## src/rtl/id_ex_stage.sv

```systemverilog
// id_ex_stage: ID/EX pipeline register with ALU decode and operand-B select; define ID_EX_FORWARD_EN for EX/MEM and MEM/WB bypass
module id_ex_stage #(
    parameter int XLEN = 64
) (
    input  logic            clk,
`ifdef ID_EX_FORWARD_EN
    input  logic            exmem_reg_write,
    input  logic [4:0]      exmem_rd,
    input  logic [XLEN-1:0] exmem_result,
    input  logic            memwb_reg_write,
    input  logic [4:0]      memwb_rd,
    input  logic [XLEN-1:0] memwb_result,
`endif
    input  logic            rst,
    input  logic            stall,
    input  logic            flush,
    input  logic            in_valid,
    input  logic [XLEN-1:0] rs1_data,
    input  logic [XLEN-1:0] rs2_data,
    input  logic [XLEN-1:0] imm,
    input  logic [4:0]      rs1,
    input  logic [4:0]      rs2,
    input  logic [4:0]      rd,
    input  logic            alu_src,
    input  logic [1:0]      alu_op,
    input  logic [2:0]      funct3,
    input  logic            funct7_5,
    input  logic            reg_write,
    input  logic            mem_read,
    input  logic            mem_write,
    input  logic            mem_to_reg,
    input  logic            branch,
    output logic            ex_valid,
    output logic [XLEN-1:0] alu_a,
    output logic [XLEN-1:0] alu_b,
    output logic [XLEN-1:0] ex_store_data,
    output logic [3:0]      alu_control_signal,
    output logic [4:0]      ex_rd,
    output logic            illegal_op,
    output logic            ex_reg_write,
    output logic            ex_mem_read,
    output logic            ex_mem_write,
    output logic            ex_mem_to_reg,
    output logic            ex_branch
);
    typedef enum logic {EMPTY = 1'b0, FULL = 1'b1} state_t;
    state_t state, state_nxt;
    logic [XLEN-1:0] rs1_val, rs2_val;
    logic [3:0] ctrl;
    logic ill;
`ifdef ID_EX_FORWARD_EN
    logic fa_ex, fa_wb, fb_ex, fb_wb;
    assign fa_ex = exmem_reg_write && exmem_rd != 5'd0 && exmem_rd == rs1;
    assign fa_wb = memwb_reg_write && memwb_rd != 5'd0 && memwb_rd == rs1;
    assign fb_ex = exmem_reg_write && exmem_rd != 5'd0 && exmem_rd == rs2;
    assign fb_wb = memwb_reg_write && memwb_rd != 5'd0 && memwb_rd == rs2;
    assign rs1_val = fa_ex ? exmem_result : fa_wb ? memwb_result : rs1_data;
    assign rs2_val = fb_ex ? exmem_result : fb_wb ? memwb_result : rs2_data;
`else
    logic unused_idx;
    assign unused_idx = ^{rs1, rs2};
    assign rs1_val = rs1_data;
    assign rs2_val = rs2_data;
`endif
    // I-type ignores funct7_5 on funct3 000 since addi has no subtract form
    always_comb begin
        ctrl = alu_op == 2'b00 ? 4'b0010 :
               alu_op == 2'b01 ? 4'b0110 :
               funct3 == 3'b000 ? ((alu_op[0] || !funct7_5) ? 4'b0010 : 4'b0110) :
               funct3 == 3'b100 ? 4'b0100 :
               funct3 == 3'b110 ? 4'b0001 :
               funct3 == 3'b111 ? 4'b0000 : 4'b1111;
        ill = ctrl == 4'b1111;
    end
    always_comb begin
        state_nxt = state;
        if (rst || flush)
            state_nxt = EMPTY;
        else if (!stall)
            state_nxt = in_valid ? FULL : EMPTY;
    end
    always_ff @(posedge clk) state <= rst ? EMPTY : state_nxt;
    assign ex_valid = state;
    always_ff @(posedge clk) begin
        if (rst || flush) begin
            alu_a              <= '0;
            alu_b              <= '0;
            ex_store_data      <= '0;
            alu_control_signal <= '0;
            ex_rd              <= '0;
            illegal_op         <= 1'b0;
            ex_reg_write       <= 1'b0;
            ex_mem_read        <= 1'b0;
            ex_mem_write       <= 1'b0;
            ex_mem_to_reg      <= 1'b0;
            ex_branch          <= 1'b0;
        end else if (!stall) begin
            alu_a              <= rs1_val;
            alu_b              <= alu_src ? imm : rs2_val;
            ex_store_data      <= rs2_val;
            alu_control_signal <= ctrl;
            ex_rd              <= rd;
            illegal_op         <= in_valid && ill;
            ex_reg_write       <= in_valid && reg_write;
            ex_mem_read        <= in_valid && mem_read;
            ex_mem_write       <= in_valid && mem_write;
            ex_mem_to_reg      <= mem_to_reg;
            ex_branch          <= in_valid && branch;
        end
    end
endmodule

```

## config.mk

```make
export PLATFORM = sky130hd
export DESIGN_NAME = id_ex_stage
export DESIGN_NICKNAME = d
export VERILOG_FILES = /design/src/rtl/id_ex_stage.sv
export SDC_FILE = /design/constraint.sdc
export NUM_CORES = 1
export LEC_CHECK = 0
export CORE_AREA = 5 5 166 168
export CTS_CLUSTER_SIZE = 20
export DETAILED_ROUTE_END_ITERATION = 12
export DIE_AREA = 0 0 171 173
export GPL_ROUTABILITY_DRIVEN = 0
export PLACE_DENSITY = 0.66
export SETUP_SLACK_MARGIN = 0.5
export SKIP_LAST_GASP = 1
export SYNTH_ARGS = -nofsm -noshare
export SYNTH_HDL_FRONTEND = slang
export SYNTH_SLANG_ARGS = --single-unit
```

## constraint.sdc

```tcl
create_clock -name clk -period 1.1 [get_ports clk]
set_clock_uncertainty 0.2 [all_clocks]
set_input_delay 0.22 -clock clk [delete_from_list [all_inputs] [get_ports clk]]
set_output_delay 0.22 -clock clk [all_outputs]
set_load 0.01 [all_outputs]
```

==> results of run 1 <==
-- power breakdown --
part           internal, mW  switching [mW]
clock network          5.34            3.18
registers              7.86           0.219
logic                  2.44            1.59
-- worst register-to-register path, delay by kind of cell (launching register included) --
kind	cells	cell delay [ns]
AND/OR/NAND/NOR	1	0.05
AO/OA/AOI/OAI	1	0.16
buffers and inverters	2	0.23
flip-flops	1	0.35
-- logic make-up (layout without fill, tap and decap cells) --
family / count (synthesis) / count (layout) / share of synthesized area, %
AND/OR/NAND/NOR: 218 / 220 / 10.4
multiplexers: 199 / 199 / 24.5
flip-flops: 208 / 208 / 51.2
AO/OA/AOI/OAI: 76 / 76 / 8.06
buffers and inverters: 62 / 625 / 5.88
-- how the worst min path moves through the flow --
stage | slack (ns) | from | endpoint
after global routing | -0.11 | stall | alu_control_signal[3]
after detailed placement | 0.25 | ex_valid | ex_valid
final | -0.10 | stall | alu_control_signal[3]
after floorplan | 0.14 | funct3[2] | alu_control_signal[1]
after global placement | 0.24 | ex_valid | ex_valid
after CTS | -0.14 | stall | alu_control_signal[3]
-- through the flow --
step	std cells	power, mW	hold WS (ns)
4_1_cts	1615	20.2	-0.144
3_3_place_gp	1548	11.3	0.245
2_1_floorplan	763	9.49	0.144
3_5_place_dp	1548	11.3	0.253
5_1_grt	1663	21.4	-0.112
6_report	1663	20.6	-0.103
-- cells in the final DEF, fill, tap and decap left out, types with 2 or more instances in the layout --
cell type                           n
sky130_fd_sc_hd__a211oi_1           2
sky130_fd_sc_hd__a211oi_2          61
sky130_fd_sc_hd__a22oi_2            4
sky130_fd_sc_hd__buf_12            29
sky130_fd_sc_hd__buf_16            16
sky130_fd_sc_hd__buf_4             60
sky130_fd_sc_hd__buf_6            249
sky130_fd_sc_hd__buf_8              5
sky130_fd_sc_hd__bufinv_16          4
sky130_fd_sc_hd__clkbuf_1           5
sky130_fd_sc_hd__clkbuf_16         37
sky130_fd_sc_hd__clkbuf_8           5
sky130_fd_sc_hd__clkdlybuf4s50_1  200
sky130_fd_sc_hd__clkinv_2           5
sky130_fd_sc_hd__dfxtp_2          204
sky130_fd_sc_hd__dfxtp_4            4
sky130_fd_sc_hd__dlygate4sd2_1      4
sky130_fd_sc_hd__dlymetal6s2s_1     5
sky130_fd_sc_hd__mux2i_1          176
sky130_fd_sc_hd__mux2i_2           10
sky130_fd_sc_hd__mux2i_4           12
sky130_fd_sc_hd__nand3_2            2
sky130_fd_sc_hd__nor2_1           136
sky130_fd_sc_hd__nor2_2            38
sky130_fd_sc_hd__nor2_4            30
sky130_fd_sc_hd__nor2b_1            3
sky130_fd_sc_hd__o21ai_1            2
sky130_fd_sc_hd__or2_4              4
-- metal layers --
metal  vias up  GRT usage (%)
met5         -              0
li1       3754              -
met3        65           5.59
met4         0           5.91
met1      3703           21.4
met2       301           34.6
-- final cells by class --
class	count	area (um^2)	share of cell area, %
Sequential cell	208	4430	26.4
Inverter	1	8.76	0.0522
Multi-Input combinational cell	495	4300	25.6
Clock buffer	34	699	4.17
Timing Repair Buffer	581	6760	40.3
Tap cell	335	419	2.50
Clock inverter	9	145	0.865
-- repair_timing --
action                                  4_1_cts  5_1_grt
gates resized for setup                    1167      224
pin swaps                                    39      132
endpoints found under the setup margin      416      416
gates cloned                                 15       14
endpoints found under the hold margin        20       11
buffers inserted                              9       34
==> results.py, run 1 <==
metrics = {
    "sta": {
        "max-slew-margin-rel_pct": 78.5,
        "final_hold_violating_endpoints": 10,
        "final_setup_tns_ns": -56.47,
        "worst_hold_slack_ns": -0.103,
        "worst_slew_pin_slew_ns": 0.313,
        "final_critical_path_setup_slack_ns": -0.308,
        "maximum_operating_frequency_mhz": 710,
        "finish_stage_setup_viols": 209,
        "finalCritPeriodShare_pct": 128,
        "layout_min_cycle_time_ns": 1.41,
        "final_max_slew_viol_count": 0,
        "rsz0062_at_grt": "true",
    },
    "worst_setup_path": {
        "critical_path.max_stage_delay_ns": 0.35,
        "critPathRequiredTime_ns": 0.68,
        "worst_setup_path_start_kind": "flop",
        "kind_of_cell_adding_the_most_delay_to_the_critical_path": "flip-flops",
        "critical_path_peak_fanout": 2,
        "r2r_start": "alu_control_signal[0]",
        "critPathKind": "reg2out",
        "crit_buf_inv": 1,
        "cpMaxStageDelayCell": "sky130_fd_sc_hd__dfxtp_4",
        "worstSetupStartpoint": "alu_control_signal[0]",
        "critPathCaptureType": "output pin",
        "count_of_cells_along_the_worst_register_to_register_path": 4,
        "timing.critical_path.depth": 1,
        "r2r_slack_ns": -0.01,
        "crit-reg2reg-capture": "alu_control_signal[0]",
        "cp_cell_sequence": "buf_6",
        "crit_end": "alu_control_signal[0]",
        "arrival_ns": 0.99,
    },
    "min_path": {
        "min_delay_path_depth": 3,
        "type_of_the_worst_min_delay_path": "in2reg",
    },
    "floorplan": {
        "floorplan.io_pins": 432,
        "initial_core_util_pct": 31.6,
        "core_area_um2": 25800,
        "die_width_um": 171,
        "rows": 59,
        "die_height_um": 173,
        "die_area_um2": 29600,
    },
    "placed_design": {
        "port_buffers": 421,
        "dpl_worst_slack_ns": -0.678,
        "detailedPlacementHpwl_um": 21700,
        "place_area_um2": 13600,
    },
    "yosys": {
        "synth.top_cells.by_area": "sky130_fd_sc_hd__dfxtp_1 51%, sky130_fd_sc_hd__mux2i_1 24%, sky130_fd_sc_hd__nor2_1 9.4%",
        "post-synth-top-area-cell": "sky130_fd_sc_hd__dfxtp_1",
        "synthesis.nets": 987,
        "synth_area_um2": 8140,
        "yosys_register_bits": 208,
        "yosys_most_used_dff": "sky130_fd_sc_hd__dfxtp_1",
        "yosys.area.top_type_share_pct": 51.2,
        "yosys_warnings": 0,
        "most_frequently_used_cell_type_in_the_post_synthesis_netlist": "sky130_fd_sc_hd__dfxtp_1",
        "netlist_instances": 763,
        "synth-edff-count": 0,
        "number_of_distinct_library_cells_after_synthesis": 27,
        "synth-seq-area-share_pct": 51.2,
        "ys_async_sr_fraction_pct": 0,
        "avgSynthCellArea_um2": 10.7,
        "post_synth_most_frequent_cells": "208 x sky130_fd_sc_hd__dfxtp_1, 204 x sky130_fd_sc_hd__nor2_1, 198 x sky130_fd_sc_hd__mux2i_1",
    },
    "routing": {
        "post_drt_wl_per_cell_um": 19.9,
        "dr.pass1.iters": 4,
        "top_routing_layer_in_use": "met4",
        "wl_met2_um": 17000,
        "drc": 0,
        "met3_wire_len_um": 2690,
        "drtIter0Drc": 287,
        "dr_total_vias": 7823,
        "finalWirelength_um": 33100,
        "length_of_routed_wiring_on_met1_um": 12200,
        "antenna_violating_nets_post_route": 0,
        "via_per_inst": 4.70,
    },
    "power": {
        "power.static_leakage_nw": 7.23,
        "vdd_ir_drop_max_v": 0.00110,
        "power_density_nw_per_um2": 1230,
    },
    "clock_tree": {
        "cts.reportedPaths.clkPinSlew_ns": 0.06,
        "tritoncts_clock_tree": "yes",
        "htree_num_levels": 1,
        "clkLatencyLatePin_ns": 0.50,
        "clock_path_buffers": 3,
        "cts-buffers-inserted": 24,
        "clock-sinks": 208,
        "cts_root_buffer": "sky130_fd_sc_hd__clkbuf_16",
    },
    "global_route": {
        "grt_first_pass_wirelength_um": 45000,
        "first_global_vias": 7687,
        "number_of_antenna_violations_at_the_first_check_in_global_routing": 0,
        "grt_start_max_net_pins": 40,
        "grt.total_usage_pct": 19.1,
        "grt_remaining_overflow": 0,
    },
    "layout": {
        "num-fill-cells": 1978,
        "layout.cell_area.non_filler_um2": 16800,
        "finalCoreUtilization_pct": 65.1,
        "top_regs": "alu_a x64, alu_b x64, ex_store_data x64",
        "drive_above_1_share_pct": 59.3,
        "area_growth_syn_to_layout_pct": 106,
        "antenna_cells": 0,
        "final_nets": 1535,
    },
    "outcome": {
        "run_status": "finished with violations",
        "failed_checks": "negative hold slack, negative setup slack",
    },
    "flow_run": {
        "cap_viol_max_count": 0,
    },
}
No activity file was read; power rests on OpenSTA's default activity.
==> inputs of run 2 (changes only) <==
--- a/config.mk
+++ b/config.mk
@@ -5,12 +5,14 @@
 export SDC_FILE = /design/constraint.sdc
 export NUM_CORES = 1
 export LEC_CHECK = 0
-export CORE_AREA = 5 5 166 168
+export CORE_AREA = 5 5 164 166
 export CTS_CLUSTER_SIZE = 20
 export DETAILED_ROUTE_END_ITERATION = 12
-export DIE_AREA = 0 0 171 173
+export DIE_AREA = 0 0 169 171
 export GPL_ROUTABILITY_DRIVEN = 0
-export PLACE_DENSITY = 0.66
+export GPL_TIMING_DRIVEN = 0
+export MAX_ROUTING_LAYER = met4
+export PLACE_DENSITY = 0.65
 export SETUP_SLACK_MARGIN = 0.5
 export SKIP_LAST_GASP = 1
 export SYNTH_ARGS = -nofsm -noshare
==> constraint.sdc (replaced) <==
create_clock -name clk -period 1.6 [get_ports clk]
set_clock_uncertainty 0.2 [all_clocks]
set_input_delay 0.32 -clock clk [delete_from_list [all_inputs] [get_ports clk]]
set_output_delay 0.32 -clock clk [all_outputs]
set_load 0.01 [all_outputs]
==> run 2 against run 1 <==
Net effect:
- the run ends with negative hold slack left
- non-clock buffer count fell by 70
- sequential power down 31%
- flip-flop and latch count unchanged
- register-to-register slack improved by 0.55 ns
- final cell count shrank 4.1%
- via count down 6.5%
- die area shrank 2.3%
- clock power is 37% lower
- clock-buffer cell count grew 8
- combinational power shrank 47%
==> results.py, run 2 (same netlist as run 1, synthesis figures left out) <==
metrics = {
    "sta": {
        "worst_slew_pin_slew_ns": 0.412,
        "max-slew-margin-rel_pct": 72.4,
        "final_max_slew_viol_count": 0,
        "finish_stage_setup_viols": 0,
        "maximum_operating_frequency_mhz": 663,
        "finalCritPeriodShare_pct": 94.2,
        "final_hold_violating_endpoints": 3,
        "rsz0062_at_grt": "true",
        "final_critical_path_setup_slack_ns": 0.0925,
        "worst_hold_slack_ns": -0.0339,
        "final_setup_tns_ns": 0,
        "layout_min_cycle_time_ns": 1.51,
    },
    "worst_setup_path": {
        "worst_setup_path_start_kind": "flop",
        "critPathRequiredTime_ns": 1.08,
        "cpMaxStageDelayCell": "sky130_fd_sc_hd__dfxtp_2",
        "critPathCaptureType": "output pin",
        "arrival_ns": 0.99,
        "critical_path.max_stage_delay_ns": 0.36,
        "critical_path_peak_fanout": 2,
        "critPathKind": "reg2out",
        "kind_of_cell_adding_the_most_delay_to_the_critical_path": "flip-flops",
        "cp_cell_sequence": "buf_6",
        "crit_buf_inv": 1,
    },
    "clock_tree": {
        "cts-buffers-inserted": 25,
        "htree_num_levels": 1,
        "clock-sinks": 208,
        "cts_root_buffer": "sky130_fd_sc_hd__clkbuf_16",
        "tritoncts_clock_tree": "yes",
        "cts.reportedPaths.clkPinSlew_ns": 0.06,
        "clock_path_buffers": 3,
        "clkLatencyLatePin_ns": 0.51,
    },
    "layout": {
        "drive_above_1_share_pct": 45.2,
        "num-fill-cells": 2253,
        "antenna_cells": 0,
        "top_regs": "alu_a x64, alu_b x64, ex_store_data x64",
        "area_growth_syn_to_layout_pct": 79.3,
        "sequential_cell_area_um2": 4430,
        "mostFrequentLayoutCells": "238 x sky130_fd_sc_hd__buf_6, 207 x sky130_fd_sc_hd__dfxtp_2, 205 x sky130_fd_sc_hd__clkdlybuf4s50_1",
        "layout_commonest_cell": "sky130_fd_sc_hd__buf_6",
        "multi_input_area_um2": 3530,
        "final_nets": 1464,
    },
    "power": {
        "share_comb_of_total_power_pct": 16.4,
        "clock_power_share_pct": 41.0,
        "int_power_mw": 9.91,
        "power.share.switching_pct": 24.0,
        "vdd_ir_drop_max_v": 0.000754,
        "power.static_leakage_nw": 6.45,
        "p_switching_mw": 3.13,
        "total_power_mw": 13.0,
        "power.share.sequential_pct": 42.5,
        "power_density_nw_per_um2": 894,
    },
    "routing": {
        "dr_total_vias": 7311,
        "dr.pass1.iters": 4,
        "drc": 0,
        "antenna_violating_nets_post_route": 0,
        "post_drt_wl_per_cell_um": 19.0,
        "finalWirelength_um": 30300,
        "drtIter0Drc": 308,
        "via_per_inst": 4.59,
    },
    "floorplan": {
        "initial_core_util_pct": 31.9,
        "core_area_um2": 25500,
        "floorplan.io_pins": 432,
        "die_height_um": 171,
        "rows": 59,
        "die_width_um": 169,
        "die_area_um2": 28900,
    },
    "placed_design": {
        "dpl_worst_slack_ns": -0.302,
        "port_buffers": 419,
        "detailedPlacementHpwl_um": 22700,
    },
    "global_route": {
        "grt_remaining_overflow": 0,
        "grt_first_pass_wirelength_um": 43900,
        "first_global_vias": 7583,
        "grt.total_usage_pct": 19.8,
        "grt_start_max_net_pins": 13,
        "number_of_antenna_violations_at_the_first_check_in_global_routing": 0,
    },
    "min_path": {
        "type_of_the_worst_min_delay_path": "in2reg",
    },
    "outcome": {
        "run_status": "finished with violations",
        "failed_checks": "negative hold slack",
    },
    "flow_run": {
        "cap_viol_max_count": 0,
    },
}
-- run 2: changes by cell type in the layout (fill, tap and decap cells not counted), sizes merged --
cell,delta
buf,-67
clkdlybuf4s50,+5
clkinv,-4
dlygate4sd2,-4
bufinv,-3
clkbuf,+3
dlygate4sd3,+2
or2,-2
clkinvlp,+1
dlymetal6s2s,-1
inv,+1
-- run 2: timing repair --
action / CTS / global route
endpoints found under the hold margin: 0 / 2
cloned: 0 / 2
setup buffers: 10 / 17
gates resized for setup: 1083 / 216
setup endpoints to repair: 416 / 416
hold buffers: 0 / 2
pin swaps: 0 / 3
-- run 2: worst paths after layout --
path | startpoint | depth (start not counted) | slack [ns] | to
setup reg to reg | alu_a[60] | 4 | 0.54 | alu_a[60]
hold reg to reg | ex_valid | 2 | 0.27 | ex_valid
hold / removal | rst | 4 | -0.03 | alu_control_signal[3]
setup / recovery | alu_control_signal[2] | 1 | 0.09 | alu_control_signal[2]
-- run 2: layout make-up --
| cell class | count | share of cell area (%) |
|---|---|---|
| timing repair buffer | 450 | 32.4 |
| sequential | 208 | 30.3 |
| multi-input combinational | 493 | 24.2 |
| clock buffer | 42 | 4.93 |
| buffer | 61 | 4.87 |
| tap | 335 | 2.87 |
| clock inverter | 4 | 0.352 |
| inverter | 1 | 0.0429 |
-- run 2: stage by stage --
stage | util, % | area, um^2 | std cells
3_3_place_gp | 51.0 | 13000 | 1517
3_5_place_dp | 51.0 | 13000 | 1517
2_1_floorplan | - | 8380 | 763
4_1_cts | 53.4 | 13600 | 1573
6_report | 57.3 | 14600 | 1594
5_1_grt | 57.3 | 14600 | 1594
-- run 2: routing by layer --
metal	track usage (%)	wire, um	vias to the layer above
met1	22.4	11900	3393
met2	34.3	15100	282
met4	5.11	684	0
met3	6.12	2640	42
met5	-	0	-
li1	-	-	3594
-- run 2: power groups by stage --
stage | Sequential, mW | Clock, mW | Combinational (mW)
floorplan | 5.66 | 0 | 0.828
global placement | 5.57 | 0 | 2.05
detailed placement | 5.58 | 0 | 2.07
CTS | 5.50 | 5.52 | 2.02
global route | 5.56 | 5.76 | 2.31
finish | 5.54 | 5.35 | 2.14
==> inputs of run 3 (changes only) <==
--- a/config.mk
+++ b/config.mk
@@ -6,7 +6,7 @@
 export NUM_CORES = 1
 export LEC_CHECK = 0
 export CORE_AREA = 5 5 164 166
-export CTS_CLUSTER_SIZE = 20
+export CTS_CLUSTER_SIZE = 40
 export DETAILED_ROUTE_END_ITERATION = 12
 export DIE_AREA = 0 0 169 171
 export GPL_ROUTABILITY_DRIVEN = 0
==> run 3 against run 2 <==
Net effect:
- the flow still finishes with violations (negative hold slack)
- via count grew 0.19%
- largest power group is now clock
- clock power grew 7.3%
- clock-buffer cell count shrank 4
- largest cell class unchanged
- global-route usage about the same
- critical path type unchanged
- wire length about the same
- first-iteration DRC count fell by 7.1%
==> results.py, run 3 (same netlist as run 1, synthesis figures left out) <==
metrics = {
    "routing": {
        "drc": 0,
        "via_per_inst": 4.61,
        "drtIter0Drc": 286,
        "antenna_violating_nets_post_route": 0,
        "finalWirelength_um": 30400,
        "post_drt_wl_per_cell_um": 19.1,
        "dr_total_vias": 7325,
        "dr.pass1.iters": 4,
    },
    "layout": {
        "layout.cell_area.non_filler_um2": 14600,
        "layout_commonest_cell": "sky130_fd_sc_hd__buf_6",
        "mostFrequentLayoutCells": "237 x sky130_fd_sc_hd__buf_6, 207 x sky130_fd_sc_hd__dfxtp_2, 205 x sky130_fd_sc_hd__clkdlybuf4s50_1",
        "top_regs": "alu_a x64, alu_b x64, ex_store_data x64",
        "antenna_cells": 0,
        "num-fill-cells": 2240,
        "final_nets": 1464,
        "area_growth_syn_to_layout_pct": 80.1,
        "drive_above_1_share_pct": 45.8,
    },
    "sta": {
        "finish_stage_setup_viols": 0,
        "worst_hold_slack_ns": -0.0245,
        "final_setup_tns_ns": 0,
        "final_max_slew_viol_count": 0,
        "max-slew-margin-rel_pct": 72.4,
        "finalCritPeriodShare_pct": 94.0,
        "maximum_operating_frequency_mhz": 665,
        "layout_min_cycle_time_ns": 1.50,
        "rsz0062_at_grt": "true",
        "worst_slew_pin_slew_ns": 0.413,
        "final_hold_violating_endpoints": 3,
    },
    "worst_setup_path": {
        "critPathCaptureType": "output pin",
        "critPathKind": "reg2out",
        "critical_path.max_stage_delay_ns": 0.36,
        "cp_cell_sequence": "buf_6",
        "kind_of_cell_adding_the_most_delay_to_the_critical_path": "flip-flops",
        "critPathRequiredTime_ns": 1.08,
        "crit_buf_inv": 1,
        "arrival_ns": 0.98,
        "worst_setup_path_start_kind": "flop",
        "critical_path_peak_fanout": 2,
        "cpMaxStageDelayCell": "sky130_fd_sc_hd__dfxtp_4",
    },
    "power": {
        "total_power_mw": 13.4,
        "power_density_nw_per_um2": 917,
        "vdd_ir_drop_max_v": 0.000706,
        "power.static_leakage_nw": 6.50,
    },
    "clock_tree": {
        "clock-sinks": 208,
        "tritoncts_clock_tree": "yes",
        "cts-buffers-inserted": 25,
        "htree_num_levels": 1,
        "cts_root_buffer": "sky130_fd_sc_hd__clkbuf_16",
        "clkLatencyLatePin_ns": 0.50,
        "cts.reportedPaths.clkPinSlew_ns": 0.06,
        "clock_path_buffers": 3,
    },
    "placed_design": {
        "detailedPlacementHpwl_um": 22700,
        "port_buffers": 419,
        "place_area_um2": 13000,
    },
    "global_route": {
        "number_of_antenna_violations_at_the_first_check_in_global_routing": 0,
        "grt.total_usage_pct": 19.8,
        "grt_start_max_net_pins": 12,
        "grt_first_pass_wirelength_um": 43900,
        "grt_remaining_overflow": 0,
        "first_global_vias": 7595,
    },
    "flow_run": {
        "cap_viol_max_count": 0,
    },
    "min_path": {
        "type_of_the_worst_min_delay_path": "in2reg",
    },
    "floorplan": {
        "rows": 59,
        "die_area_um2": 28900,
        "initial_core_util_pct": 31.9,
        "die_width_um": 169,
        "floorplan.io_pins": 432,
        "core_area_um2": 25500,
        "die_height_um": 171,
    },
    "outcome": {
        "failed_checks": "negative hold slack",
        "run_status": "finished with violations",
    },
}
==> run 3: final timing paths <==
check	startpoint	endpoint	slack, ns	cells after the start
setup / recovery	ex_store_data[2]	ex_store_data[2]	0.1	1
hold / removal	rst	alu_control_signal[3]	-0.02	4
setup reg to reg	alu_b[60]	alu_b[60]	0.54	4
hold reg to reg	ex_valid	ex_valid	0.27	2
==> run 3: area by class of cell <==
cell class	count	area, um^2	share of cell area [%]
clock inverter	3	65.1	0.444
timing repair buffer	450	4720	32.2
clock buffer	38	774	5.29
buffer	61	711	4.85
tap	335	419	2.86
sequential	208	4430	30.2
inverter	1	6.26	0.0427
multi-input combinational	493	3530	24.1
==> run 3: power breakdown <==
part	internal [mW]	switching (mW)
clock	3.61	2.13
sequential	5.41	0.134
combinational	1.29	0.854
==> run 3: per-stage QoR <==
step	instances	utilization, %	hold slack (ns)	setup WS, ns
floorplan	763	-	0.251	0.256
global placement	1517	51.0	0.247	-0.280
detailed placement	1517	51.0	0.259	-0.302
CTS	1569	53.7	0.0334	0.0639
global route	1589	57.5	-0.0173	0.0637
finish	1589	57.5	-0.0245	0.0962
==> run 3: repair_timing <==
item	in CTS	in global routing
pin swaps	0	2
endpoints found under the setup margin	416	416
cloned	0	2
resized for setup	1082	215
endpoints found under the hold margin	0	2
buffers inserted	11	16
hold buffers	0	2
==> run 3: routing by layer <==
| layer | GRT usage [%] | vias to the layer above | part of all wire, % |
|---|---|---|---|
| li1 | - | 3587 | - |
| met1 | 22.2 | 3391 | 39 |
| met2 | 34.2 | 292 | 49 |
| met3 | 6.10 | 55 | 8.8 |
| met4 | 5.50 | 0 | 2.7 |
| met5 | - | - | 0 |
